[src/rtl/interp_pkg.sv]
// Shared types, widths and the round/normalise/clip helper for the affine
// 8-tap interpolation sum pipeline.
package interp_pkg;

    localparam int PW    = 15;  // signed tap-product width
    localparam int OW    = 8;   // signed output sample width
    localparam int SHIFT = 6;   // coefficient sum is 2**SHIFT = 64
    localparam int NTAP  = 8;

    typedef logic signed [PW-1:0] prod_t;
    typedef prod_t [NTAP-1:0]     prod_vec_t;

    // valid sits in the MSB so every stage payload carries its own valid bit on top.
    typedef struct packed {
        logic          valid;
        logic          bypass;
        logic [OW-1:0] int_pix;
    } tag_t;

    typedef struct packed {
        tag_t            tag;
        logic [3:0][PW:0] sum;
    } s1_t;

    typedef struct packed {
        tag_t               tag;
        logic [1:0][PW+1:0] sum;
    } s2_t;

    typedef struct packed {
        logic          clip;
        logic [OW-1:0] pix;
    } pix_t;

    typedef struct packed {
        logic valid;
        pix_t res;
    } s3_t;

    // One bit of headroom over the final sum so the rounding bias cannot overflow.
    localparam int RW = PW + 4;
    localparam logic signed [RW-1:0] PIX_MAX = RW'(2**(OW-1) - 1);
    localparam logic signed [RW-1:0] PIX_MIN = RW'(-(2**(OW-1)));
    localparam logic signed [RW-1:0] ROUND   = RW'(2**(SHIFT-1));

    function automatic pix_t round_clip(input logic [PW+2:0] sum);
        logic signed [RW-1:0] biased;
        logic signed [RW-1:0] r;
        pix_t                 res;
        biased = $signed({sum[PW+2], sum}) + ROUND;
        r      = biased >>> SHIFT;
        if (r > PIX_MAX) begin
            res.clip = 1'b1;
            res.pix  = PIX_MAX[OW-1:0];
        end else if (r < PIX_MIN) begin
            res.clip = 1'b1;
            res.pix  = PIX_MIN[OW-1:0];
        end else begin
            res.clip = 1'b0;
            res.pix  = r[OW-1:0];
        end
        return res;
    endfunction

endpackage

[src/rtl/interp_pipe_stage.sv]
// Generic pipeline register: the MSB of the payload is the valid bit. The stage
// accepts when empty or when the downstream stage takes its current beat.
module interp_pipe_stage #(
    parameter int DW = 2
) (
    input  logic          clk,
    input  logic          rst_n,
    input  logic [DW-1:0] up_data_i,
    input  logic          dn_ready_i,
    output logic          ready_o,
    output logic [DW-1:0] data_o
);

    logic          valid_q;
    logic [DW-2:0] payload_q;

    assign ready_o = !valid_q || dn_ready_i;
    assign data_o  = {valid_q, payload_q};

    // NOTE: sequential state uses non-blocking assignments so every stage
    // samples its upstream neighbour's pre-edge value; the payload is reset
    // too because the last stage drives the block outputs directly.
    always_ff @(posedge clk or negedge rst_n) begin
        if (!rst_n) begin
            valid_q   <= 1'b0;
            payload_q <= '0;
        end else if (ready_o) begin
            valid_q <= up_data_i[DW-1];
            if (up_data_i[DW-1]) begin
                payload_q <= up_data_i[DW-2:0];
            end
        end
    end

endmodule

[src/rtl/affine_8tap_sum_pipe.sv]
// Sums eight signed tap products in a three-stage adder tree, then rounds,
// normalises and clips to an 8-bit sample, with integer bypass and clip counter.
module affine_8tap_sum_pipe
    import interp_pkg::*;
#(
    parameter int CW = 16
) (
    input  logic                 clk,
    input  logic                 rst_n,
    input  logic                 in_valid,
    output logic                 in_ready,
    input  logic [3:0]           in_frac,
    input  logic signed [OW-1:0] in_int,
    input  logic signed [PW-1:0] in_p0,
    input  logic signed [PW-1:0] in_p1,
    input  logic signed [PW-1:0] in_p2,
    input  logic signed [PW-1:0] in_p3,
    input  logic signed [PW-1:0] in_p4,
    input  logic signed [PW-1:0] in_p5,
    input  logic signed [PW-1:0] in_p6,
    input  logic signed [PW-1:0] in_p7,
    output logic                 out_valid,
    input  logic                 out_ready,
    output logic signed [OW-1:0] out_pix,
    output logic                 out_clip,
    output logic [CW-1:0]        clip_cnt
);

    prod_vec_t       prods;
    s1_t             s1_d, s1_q;
    s2_t             s2_d, s2_q;
    s3_t             s3_d, s3_q;
    logic            s2_ready, s3_ready;
    logic [PW+2:0]   sum_fin;
    pix_t            rc;
    logic [CW-1:0]   clip_cnt_d, clip_cnt_q;

    assign prods = {in_p7, in_p6, in_p5, in_p4, in_p3, in_p2, in_p1, in_p0};

    // NOTE: every combinational output gets a full default before any branch,
    // so no path leaves a variable unassigned and no latch is inferred.
    always_comb begin
        s1_d.tag = '{valid: in_valid, bypass: (in_frac == 4'd0), int_pix: in_int};
        for (int k = 0; k < 4; k++) begin
            s1_d.sum[k] = {prods[2*k][PW-1], prods[2*k]}
                        + {prods[2*k+1][PW-1], prods[2*k+1]};
        end
    end

    always_comb begin
        s2_d.tag = s1_q.tag;
        for (int j = 0; j < 2; j++) begin
            s2_d.sum[j] = {s1_q.sum[2*j][PW], s1_q.sum[2*j]}
                        + {s1_q.sum[2*j+1][PW], s1_q.sum[2*j+1]};
        end
    end

    always_comb begin
        sum_fin    = {s2_q.sum[0][PW+1], s2_q.sum[0]} + {s2_q.sum[1][PW+1], s2_q.sum[1]};
        rc         = round_clip(sum_fin);
        s3_d.valid = s2_q.tag.valid;
        s3_d.res   = rc;
        if (s2_q.tag.bypass) begin
            s3_d.res = '{clip: 1'b0, pix: s2_q.tag.int_pix};
        end
    end

    // Ready ripples combinationally from out_ready back to in_ready.
    interp_pipe_stage #(.DW($bits(s1_t))) u_s1 (
        .clk        (clk),
        .rst_n      (rst_n),
        .up_data_i  (s1_d),
        .dn_ready_i (s2_ready),
        .ready_o    (in_ready),
        .data_o     (s1_q)
    );

    interp_pipe_stage #(.DW($bits(s2_t))) u_s2 (
        .clk        (clk),
        .rst_n      (rst_n),
        .up_data_i  (s2_d),
        .dn_ready_i (s3_ready),
        .ready_o    (s2_ready),
        .data_o     (s2_q)
    );

    interp_pipe_stage #(.DW($bits(s3_t))) u_s3 (
        .clk        (clk),
        .rst_n      (rst_n),
        .up_data_i  (s3_d),
        .dn_ready_i (out_ready),
        .ready_o    (s3_ready),
        .data_o     (s3_q)
    );

    assign out_valid = s3_q.valid;
    assign out_pix   = s3_q.res.pix;
    assign out_clip  = s3_q.res.clip;

    // Counts the beat leaving S3, i.e. the old beat on a simultaneous load/drain.
    always_comb begin
        clip_cnt_d = clip_cnt_q;
        if (out_valid && out_ready && out_clip && (clip_cnt_q != {CW{1'b1}})) begin
            clip_cnt_d = clip_cnt_q + 1'b1;
        end
    end

    always_ff @(posedge clk or negedge rst_n) begin
        if (!rst_n) begin
            clip_cnt_q <= '0;
        end else begin
            clip_cnt_q <= clip_cnt_d;
        end
    end

    assign clip_cnt = clip_cnt_q;

endmodule

[config.mk]
export PLATFORM = sky130hd
export DESIGN_NAME = affine_8tap_sum_pipe
export DESIGN_NICKNAME = d
export VERILOG_FILES = /design/src/rtl/interp_pkg.sv /design/src/rtl/interp_pipe_stage.sv /design/src/rtl/affine_8tap_sum_pipe.sv
export SDC_FILE = /design/constraint.sdc
export NUM_CORES = 1
export LEC_CHECK = 0
export CAP_MARGIN = 20
export CORE_MARGIN = 2
export CORE_UTILIZATION = 40
export DETAILED_ROUTE_END_ITERATION = 8
export GPL_TIMING_DRIVEN = 0
export PLACE_DENSITY = 0.65
export SETUP_SLACK_MARGIN = 0.15
export SLEW_MARGIN = 20
export SYNTH_ARGS = -nofsm -noshare
export SYNTH_HDL_FRONTEND = slang
export SYNTH_SLANG_ARGS = --single-unit
[constraint.sdc]
create_clock -name clk -period 4.21 [get_ports clk]
set_clock_uncertainty 0.2 [all_clocks]
set_input_delay 0.6315 -clock clk [delete_from_list [all_inputs] [get_ports clk]]
set_output_delay 0.6315 -clock clk [all_outputs]
set_load 0.02 [all_outputs]
==> flow_summary.ini, run 1 <==
[timing]
finalSetupViolations = 0
fin_crit_sh_pct = 87.9
fmax_mhz = 270
fin_ws_ns = 0.510
slew-limit-headroom_pct = 42.4
rsz0062_at_grt = no
finalHoldViolCount = 0
slew_violations = 0
fin_crit_ns = 3.70
worstMarginPinSlew_ns = 0.864

[synthesis]
synth_simple_gate_area_share_pct = 18.2
syn_area_mm2 = 0.0102
netlist.area_leader.share_pct = 35.4
synth_top_family_by_area = compound AO/OA/AOI/OAI gates
synth-xor-area-share_pct = 6.19
synth_cell_type_count = 61
synth_edf_count = 0
yosysSeqAreaShare_pct = 35.4
syn_nets = 1434
synthArstFlopShare_pct = 100
synth_common_cells = nand2_1 (218), dfrtp_1 (144), ha_1 (125), o21ai_0 (101), inv_1 (65)
netlist_top_cells_area = dfrtp_1 (35%), ha_1 (15%), nand2_1 (8.0%)
yosys.area_share.adder_pct = 16.5
avgSynthCellArea_um2 = 8.73
syn_inst = 1167
yosysWarnings = 0
synth_compound_area_share_pct = 19.5
synth.area.mux_share_pct = 0.626
synth-main-ff-cell = dfrtp_1
synth.most_common_cell = nand2_1
synth.largest_area_cell = dfrtp_1
postSynthRegisterBits = 144

[setup_path]
slowest_delay_ns = 0.47
path_class = in2reg
cpLargestDelayFamily = compound AO/OA/AOI/OAI gates
cp-end-kind = flop
crit_path_cell_trace = clkdlybuf4s50_1 -> ha_1 -> inv_1 -> fa_1 -> nor2b_1 -> o21ai_0 -> a21boi_0 -> o21ai_0 -> a21oi_1 -> o2111ai_1 -> a311oi_1 -> or3_1 -> nand3_1
path_buf_inv = 2
timing.critical_path.mode_cell = o21ai_0
cp_slowest_cell = a311oi_1
cp_max_fo = 3
startpoint_type = primary input
cp.required_ns = 4.31
arrival_ns = 3.80

[cells_and_area]
finalNonFillerCells = 1693
design_area_mm2 = 0.0129
final_core_utilization_pct = 51.2
n_antenna_cell = 0
register_area_mm2 = 0.00360
area_delta_synth_final_pct = 26.2
nets = 1617
fill_cells = 2427
drive_gt1_share_pct = 3.52
multi_input_area_mm2 = 0.00622

[placement]
dp_cells = 1660
post-place-ws_ns = 0.112
hpwl_um = 20000
place.port_buffers = 162
placed_area_mm2 = 0.0123
place.gp.congestion = 0.855

[clocking]
clk_root_buffer_cell = clkbuf_16
htreeDepth = 4
cts_tree = yes
max-clock-path-buffers = 2
cts_buffers = 17
cts.sinks = 144
insertion_delay_ns = 0.43
clk_pin_slew_ns = 0.06
cts_setup_buffers = 0

[pwr]
power_density_mw_per_mm2 = 552
power_w = 0.00709
leakagePower_nw = 5.92
max-vdd-ir-drop_uv = 414

[grt]
grt_pass1_wl_um = 41800
grt_max_degree = 78
grt_usage_pct = 19.6
met2_usage_pct = 31.5
antenna_found_initial = 0
grt_use_met3_pct = 2.95
busiest_layer = met2
use_met1_pct = 27.9
first_global_vias = 8474
globalRouteOverflowTotal = 0

[die]
die_h_um = 164
die_area_mm2 = 0.0268
core_area_mm2 = 0.0251
initial_core_util_pct = 40.6
io_pins = 163
rows = 58
die_x_um = 164

[flow_run]
drv_cap = 0

[route]
wl_per_cell_um = 15.1
route.detailed.drc = 0
ant_nets = 0
drt_iter0_drc = 427
wl_um = 25500
vias = 8838
drt_first_pass_iters = 5
vias_per_cell = 5.22

[run_status]
status = completed

[hold_path]
hold_class = reg2reg
worst min-delay path, stage by stage, from the launching register on:
cell,delay [ns]
dfrtp_1,0.34
nand2_1,0.05
nand2_1,0.05
cell families after synthesis:
group                    Yosys count
AO/OA/AOI/OAI                    303
XOR/XNOR                          72
adder cells (fa/ha/maj)          131
buffers and inverters             96
flip-flops                       144
multiplexers                       6
AND/OR/NAND/NOR                  415
state kept, by name, indices dropped and copies added (netlist names):
register        cells
u_s1.payload_q     73
u_s2.payload_q     43
clip_cnt           16
u_s3.payload_q      9
u_s1.valid_q        1
u_s2.valid_q        1
u_s3.valid_q        1
metal layers:
layer  vias up  wire length [um]
li1       4523                 -
met1      4126             12700
met2       169             11600
met3        20               879
met4         0               263
met5         -                 0
where the power goes:
| group | internal, W | switching, W | leakage [nW] |
|---|---|---|---|
| combinational | 0.00157 | 0.00196 | 3.87 |
| clock | 0.000907 | 0.000600 | 0.280 |
| sequential | 0.00178 | 0.000282 | 1.77 |
path summary, 6_finish.rpt:
kind,end,cells past startpoint,startpoint,slack (ns)
worst max-delay path,u_s1.payload_q[62],13,in_p6[0],0.51
worst max register to register,u_s2.payload_q[14],12,u_s1.payload_q[16],0.77
worst min register to register,u_s2.payload_q[42],2,u_s1.payload_q[72],0.27
max in group asynchronous,u_s2.payload_q[20],3,rst_n,2.50
min in group asynchronous,u_s1.payload_q[17],2,rst_n,0.56
worst min-delay path,u_s2.payload_q[42],2,u_s1.payload_q[72],0.27
cell usage in the layout, fill, tap and decap left out, drive strengths merged, types with 13 or more instances in the layout:
cell type / Yosys / final
a211o: 14 / 14
a21o: 18 / 18
a21oi: 50 / 50
and3: 16 / 16
clkbuf: 25 / 46
clkdlybuf4s50: 0 / 161
dfrtp: 144 / 144
ha: 125 / 125
inv: 65 / 66
nand2: 218 / 218
nand3: 30 / 30
nor2: 61 / 61
nor3: 27 / 27
o21a: 13 / 13
o21ai: 107 / 107
o31ai: 15 / 15
xnor2: 39 / 39
xor2: 33 / 33
cell type report:
type                       count  area share, %
buffer                        31          0.915
clock buffer                  21           3.58
clock inverter                11           1.02
inverter                      65           1.90
multi-input combinational    927           48.4
sequential                   144           28.0
tap                          330           3.21
timing repair buffer         164           12.9
stage by stage:
step                      TNS (ns)  hold slack, ns
after floorplan                  0           0.136
after global placement     -515.85           0.259
after detailed placement         0           0.258
after CTS                        0           0.280
after global routing             0           0.290
final                            0           0.275
repair_timing:
item	in CTS	in global routing
gates resized for setup	0	0
hold endpoints to repair	67	0
hold buffers	1	0
(Power assumes the default switching activity.)
==> run 2, diff against run 1 <==
CORE_UTILIZATION = 55   (was 40)
PLACE_DENSITY = 0.84   (was 0.65)
==> run 2 against run 1 <==
  * The flow now finishes with violations (design-rule violations)
  * Worst hold slack got worse by 0.0018 ns
  * Clock power up 8%
  * Flip-flop and latch count stayed put
  * Utilization increased by 19 points
  * Critical path type unchanged
  * Highest routed layer unchanged
==> flow_summary.ini, run 2 (synthesis gave the netlist of run 1 again) <==
[clocking]
clk_pin_slew_ns = 0.06
cts.sinks = 144
max-clock-path-buffers = 2
cts_setup_buffers = 0
clk_root_buffer_cell = clkbuf_16
cts_buffers = 17
insertion_delay_ns = 0.43
htreeDepth = 4
cts_tree = yes

[placement]
post-place-ws_ns = 0.155
dp_cells = 1559
place.port_buffers = 162
place.gp.congestion = 0.899
placed_area_mm2 = 0.0121
hpwl_um = 19500

[timing]
slew-limit-headroom_pct = 44.5
fin_crit_ns = 3.75
fin_crit_sh_pct = 89.1
fmax_mhz = 267
worstMarginPinSlew_ns = 0.832
fin_tns_setup_ns = 0
finalSetupViolations = 0
finalHoldViolCount = 0
rsz0062_at_grt = no
fin_ws_ns = 0.460
slew_violations = 0

[pwr]
power_w = 0.00729
leakagePower_nw = 5.96
p_seq_share_pct = 28.4
intPower_w = 0.00440
p_clk_share_pct = 22.4
max-vdd-ir-drop_uv = 302
swShare_pct = 39.6
power_frac_comb_pct = 49.2
p_switching_w = 0.00288
power_density_mw_per_mm2 = 570

[cells_and_area]
largest_reg_flops = 73
n_antenna_cell = 0
fill_cells = 1385
drive_gt1_share_pct = 3.60
final_common_cell = nand2_1
finalNonFillerCells = 1592
regMostFlops = u_s1.payload_q
final_cell_mix = nand2_1 (218), clkdlybuf4s50_1 (161), dfrtp_1 (144), ha_1 (125), o21ai_0 (101)
area_delta_synth_final_pct = 25.4
nets = 1617
design_area_mm2 = 0.0128

[hold_path]
hold_class = reg2reg

[grt]
grt_max_degree = 75
grt_usage_pct = 26.9
grt_pass1_wl_um = 42700
first_global_vias = 8925
globalRouteOverflowTotal = 0
antenna_found_initial = 0

[route]
vias = 9219
vias_per_cell = 5.79
drt_first_pass_iters = 7
route.detailed.drc = 5
wl_um = 25900
ant_nets = 0
wl_per_cell_um = 16.2
drt_iter0_drc = 558

[die]
die_h_um = 140
die_x_um = 140
die_area_mm2 = 0.0196
initial_core_util_pct = 56.3
rows = 49
io_pins = 163
core_area_mm2 = 0.0181

[setup_path]
startpoint_type = primary input
crit_path_cell_trace = clkdlybuf4s50_1 -> ha_1 -> inv_1 -> fa_1 -> nor2b_1 -> o21ai_0 -> a21boi_0 -> o21ai_0 -> a21oi_1 -> o2111ai_1 -> a311oi_1 -> o2111ai_1 -> nand3_1
cp_slowest_cell = a311oi_1
arrival_ns = 3.92
cp_max_fo = 3
path_class = in2reg
cpLargestDelayFamily = compound AO/OA/AOI/OAI gates
slowest_delay_ns = 0.61
path_buf_inv = 2
cp-end-kind = flop
cp.required_ns = 4.38

[run_status]
violations = design-rule violations
status = complete, but fails checks

[flow_run]
drv_cap = 0
-- run 2: worst paths after layout --
check,from,cells past startpoint,slack (ns),to
worst max register to register,u_s1.payload_q[0],12,0.68,u_s2.payload_q[14]
worst min register to register,u_s2.payload_q[39],2,0.27,u_s2.payload_q[39]
worst max-delay path,in_p5[0],13,0.46,u_s1.payload_q[46]
min in group asynchronous,rst_n,2,0.55,u_s1.payload_q[64]
max in group asynchronous,rst_n,3,2.54,u_s1.payload_q[31]
worst min-delay path,u_s2.payload_q[39],2,0.27,u_s2.payload_q[39]
-- run 2: cell type report --
cell class,instances,area (um^2),share of cell area (%)
plain buffers,31,118,0.920
flip-flops and latches,144,3600,28.2
clock inverters,10,156,1.22
clock buffers,22,484,3.79
repair buffers,164,1660,13.0
inverters,65,244,1.91
multi-input cells,927,6220,48.7
well taps,229,287,2.24
-- run 2: metrics by stage --
| stage | hold slack [ns] | utilization (%) |
|---|---|---|
| final | 0.273 | 70.7 |
| after floorplan | 0.136 | - |
| after global placement | 0.250 | 66.9 |
| after global routing | 0.287 | 70.7 |
| after CTS | 0.278 | 70.7 |
| after detailed placement | 0.257 | 67.1 |
-- run 2: what timing repair did --
action / CTS / global route
hold buffers: 1 / 0
gates resized for setup: 0 / 0
hold endpoints to repair: 12 / 0
-- run 2: power groups by stage --
stage / registers [W] / clock network [W] / logic, W
after floorplan: 0.00206 / 0 / 0.00249
after global placement: 0.00206 / 0 / 0.00336
after detailed placement: 0.00208 / 0 / 0.00349
after CTS: 0.00206 / 0.00164 / 0.00354
after global routing: 0.00211 / 0.00171 / 0.00399
final: 0.00207 / 0.00163 / 0.00358
-- run 2: metal layers --
metal / routed length, um / GRT usage (%)
met5: 0 / 0
met4: 376 / 7.87
met3: 1230 / 4.62
met2: 12800 / 46.3
met1: 11500 / 35.1
-- run 2: worst min-delay path, stage by stage, from the launching register on --
cell and delay [ns]:
dfrtp_1 0.34, nand2_1 0.05, nand2_1 0.06
==> run 3, diff against run 2 <==
SLEW_MARGIN = default   (was 20)
==> run 3 against run 2 <==
  * The flow still finishes with violations (design-rule violations)
  * Highest routed layer unchanged
  * Clock-buffer cell count stayed put
  * Final area down 0.11%
  * Wire length shrank 0.11%
  * Global-route usage is the same
==> flow_summary.ini, run 3 (synthesis gave the netlist of run 1 again) <==
[die]
io_pins = 163
die_x_um = 140
die_area_mm2 = 0.0196
die_h_um = 140
rows = 49
initial_core_util_pct = 56.3
core_area_mm2 = 0.0181

[setup_path]
cp_slowest_cell = a311oi_1
crit_path_cell_trace = clkdlybuf4s50_1 -> ha_1 -> inv_1 -> fa_1 -> nor2b_1 -> o21ai_0 -> a21boi_0 -> o21ai_0 -> a21oi_1 -> o2111ai_1 -> a311oi_1 -> o2111ai_1 -> nand3_1
reg2reg_depth = 12
cp-startpoint = in_p5[0]
path_buf_inv = 2
path_class = in2reg
cp_max_fo = 3
startpoint_type = primary input
cp.required_ns = 4.37
rr_startpoint = u_s1.payload_q[0]
endpoint = u_s1.payload_q[46]
worst-path-stages = 13
slowest_delay_ns = 0.61
r2r_setup_slack_ns = 0.69
arrival_ns = 3.91
cpLargestDelayFamily = compound AO/OA/AOI/OAI gates
rr_endpoint = u_s2.payload_q[14]
cp-end-kind = flop

[cells_and_area]
drive_gt1_share_pct = 3.60
nets = 1616
n_antenna_cell = 0
final_common_cell = nand2_1
area_delta_synth_final_pct = 25.3
final_cell_mix = nand2_1 (218), clkdlybuf4s50_1 (161), dfrtp_1 (144), ha_1 (125), o21ai_0 (101)
regMostFlops = u_s1.payload_q
largest_reg_flops = 73

[grt]
grt_usage_pct = 26.9
grt_pass1_wl_um = 42700
antenna_found_initial = 0
globalRouteOverflowTotal = 0
grt_max_degree = 75
first_global_vias = 8925

[timing]
finalHoldViolCount = 0
fin_crit_sh_pct = 89.0
finalSetupViolations = 0
slew-limit-headroom_pct = 45.4
fin_crit_ns = 3.75
slew_violations = 0
fmax_mhz = 267
fin_ws_ns = 0.463
rsz0062_at_grt = no
worstMarginPinSlew_ns = 0.820

[clocking]
clk_root_buffer_cell = clkbuf_16
clk_pin_slew_ns = 0.06
htreeDepth = 4
insertion_delay_ns = 0.43
cts.sinks = 144
cts_tree = yes
cts_setup_buffers = 0
cts_buffers = 17
hold_buffers = 0
post_cts_resized = 0
max-clock-path-buffers = 2

[placement]
post-place-ws_ns = 0.155
hpwl_um = 19500
place.gp.congestion = 0.899
place.port_buffers = 162

[route]
drt_first_pass_iters = 7
ant_nets = 0
wl_um = 25800
drt_iter0_drc = 569
wl_per_cell_um = 16.2
vias = 9200
vias_per_cell = 5.78
route.detailed.drc = 5

[pwr]
power_w = 0.00729
power_density_mw_per_mm2 = 571
leakagePower_nw = 5.95
max-vdd-ir-drop_uv = 303

[hold_path]
hold_class = in2async

[run_status]
violations = design-rule violations
status = complete, but fails checks

[flow_run]
drv_cap = 0
==> run 3: cell count changes in the layout (fill, tap and decap cells not counted) <==
cell	previous run	this run
buf_6	0	1
buf_8	1	0
dlygate4sd3_1	1	0
==> run 3: cell type report <==
| class | instances | area (um^2) |
|---|---|---|
| multi-input combinational | 927 | 6220 |
| fill | 1388 | 5320 |
| sequential | 144 | 3600 |
| timing repair buffer | 163 | 1650 |
| clock buffer | 22 | 484 |
| tap | 229 | 287 |
| inverter | 65 | 244 |
| clock inverter | 10 | 156 |
| buffer | 31 | 118 |
==> run 3: per-stage QoR <==
step	hold slack, ns	util (%)	TNS (ns)	instances	cell area [um^2]
final	0.00810	70.6	0	1591	12800
after global routing	0.0726	70.6	0	1591	12800
after CTS	0.0461	70.6	0	1591	12800
after detailed placement	0.257	67.0	0	1559	12100
after global placement	0.250	66.9	-472.21	1558	12100
after floorplan	0.136	-	0	1167	10200
==> run 3: worst min-delay path by stage <==
stage / to / slack [ns]
final: u_s1.payload_q[64] / 0.008
after global routing: u_s1.payload_q[64] / 0.07
after CTS: u_s1.payload_q[64] / 0.05
after detailed placement: u_s2.payload_q[34] / 0.26
after global placement: u_s2.payload_q[40] / 0.25
after floorplan: clip_cnt[0] / 0.14
==> run 3: worst register-to-register path: cells and delay by family, from the launching register on <==
| kind | cells | cell delay (ns) |
|---|---|---|
| AND/OR/NAND/NOR | 1 | 0.17 |
| buffers and inverters | 1 | 0.07 |
| adder cells (fa/ha/maj) | 2 | 0.61 |
| flip-flops | 1 | 0.36 |
| AO/OA/AOI/OAI | 8 | 1.98 |
==> run 3: metal layers <==
| metal | GRT usage, % | wire length [um] | part of all wire [%] |
|---|---|---|---|
| met1 | 35.1 | 11500 | 45 |
| met2 | 46.3 | 12800 | 49 |
| met3 | 4.62 | 1170 | 4.5 |
| met4 | 7.87 | 359 | 1.4 |
| met5 | 0 | 0 | 0 |
==> run 3: power by group <==
| part | switching, W | total [W] | internal [W] |
|---|---|---|---|
| combinational | 0.00201 | 0.00358 | 0.00157 |
| clock | 0.000584 | 0.00163 | 0.00105 |
| sequential | 0.000293 | 0.00207 | 0.00178 |
| total | 0.00288 | 0.00729 | 0.00440 |
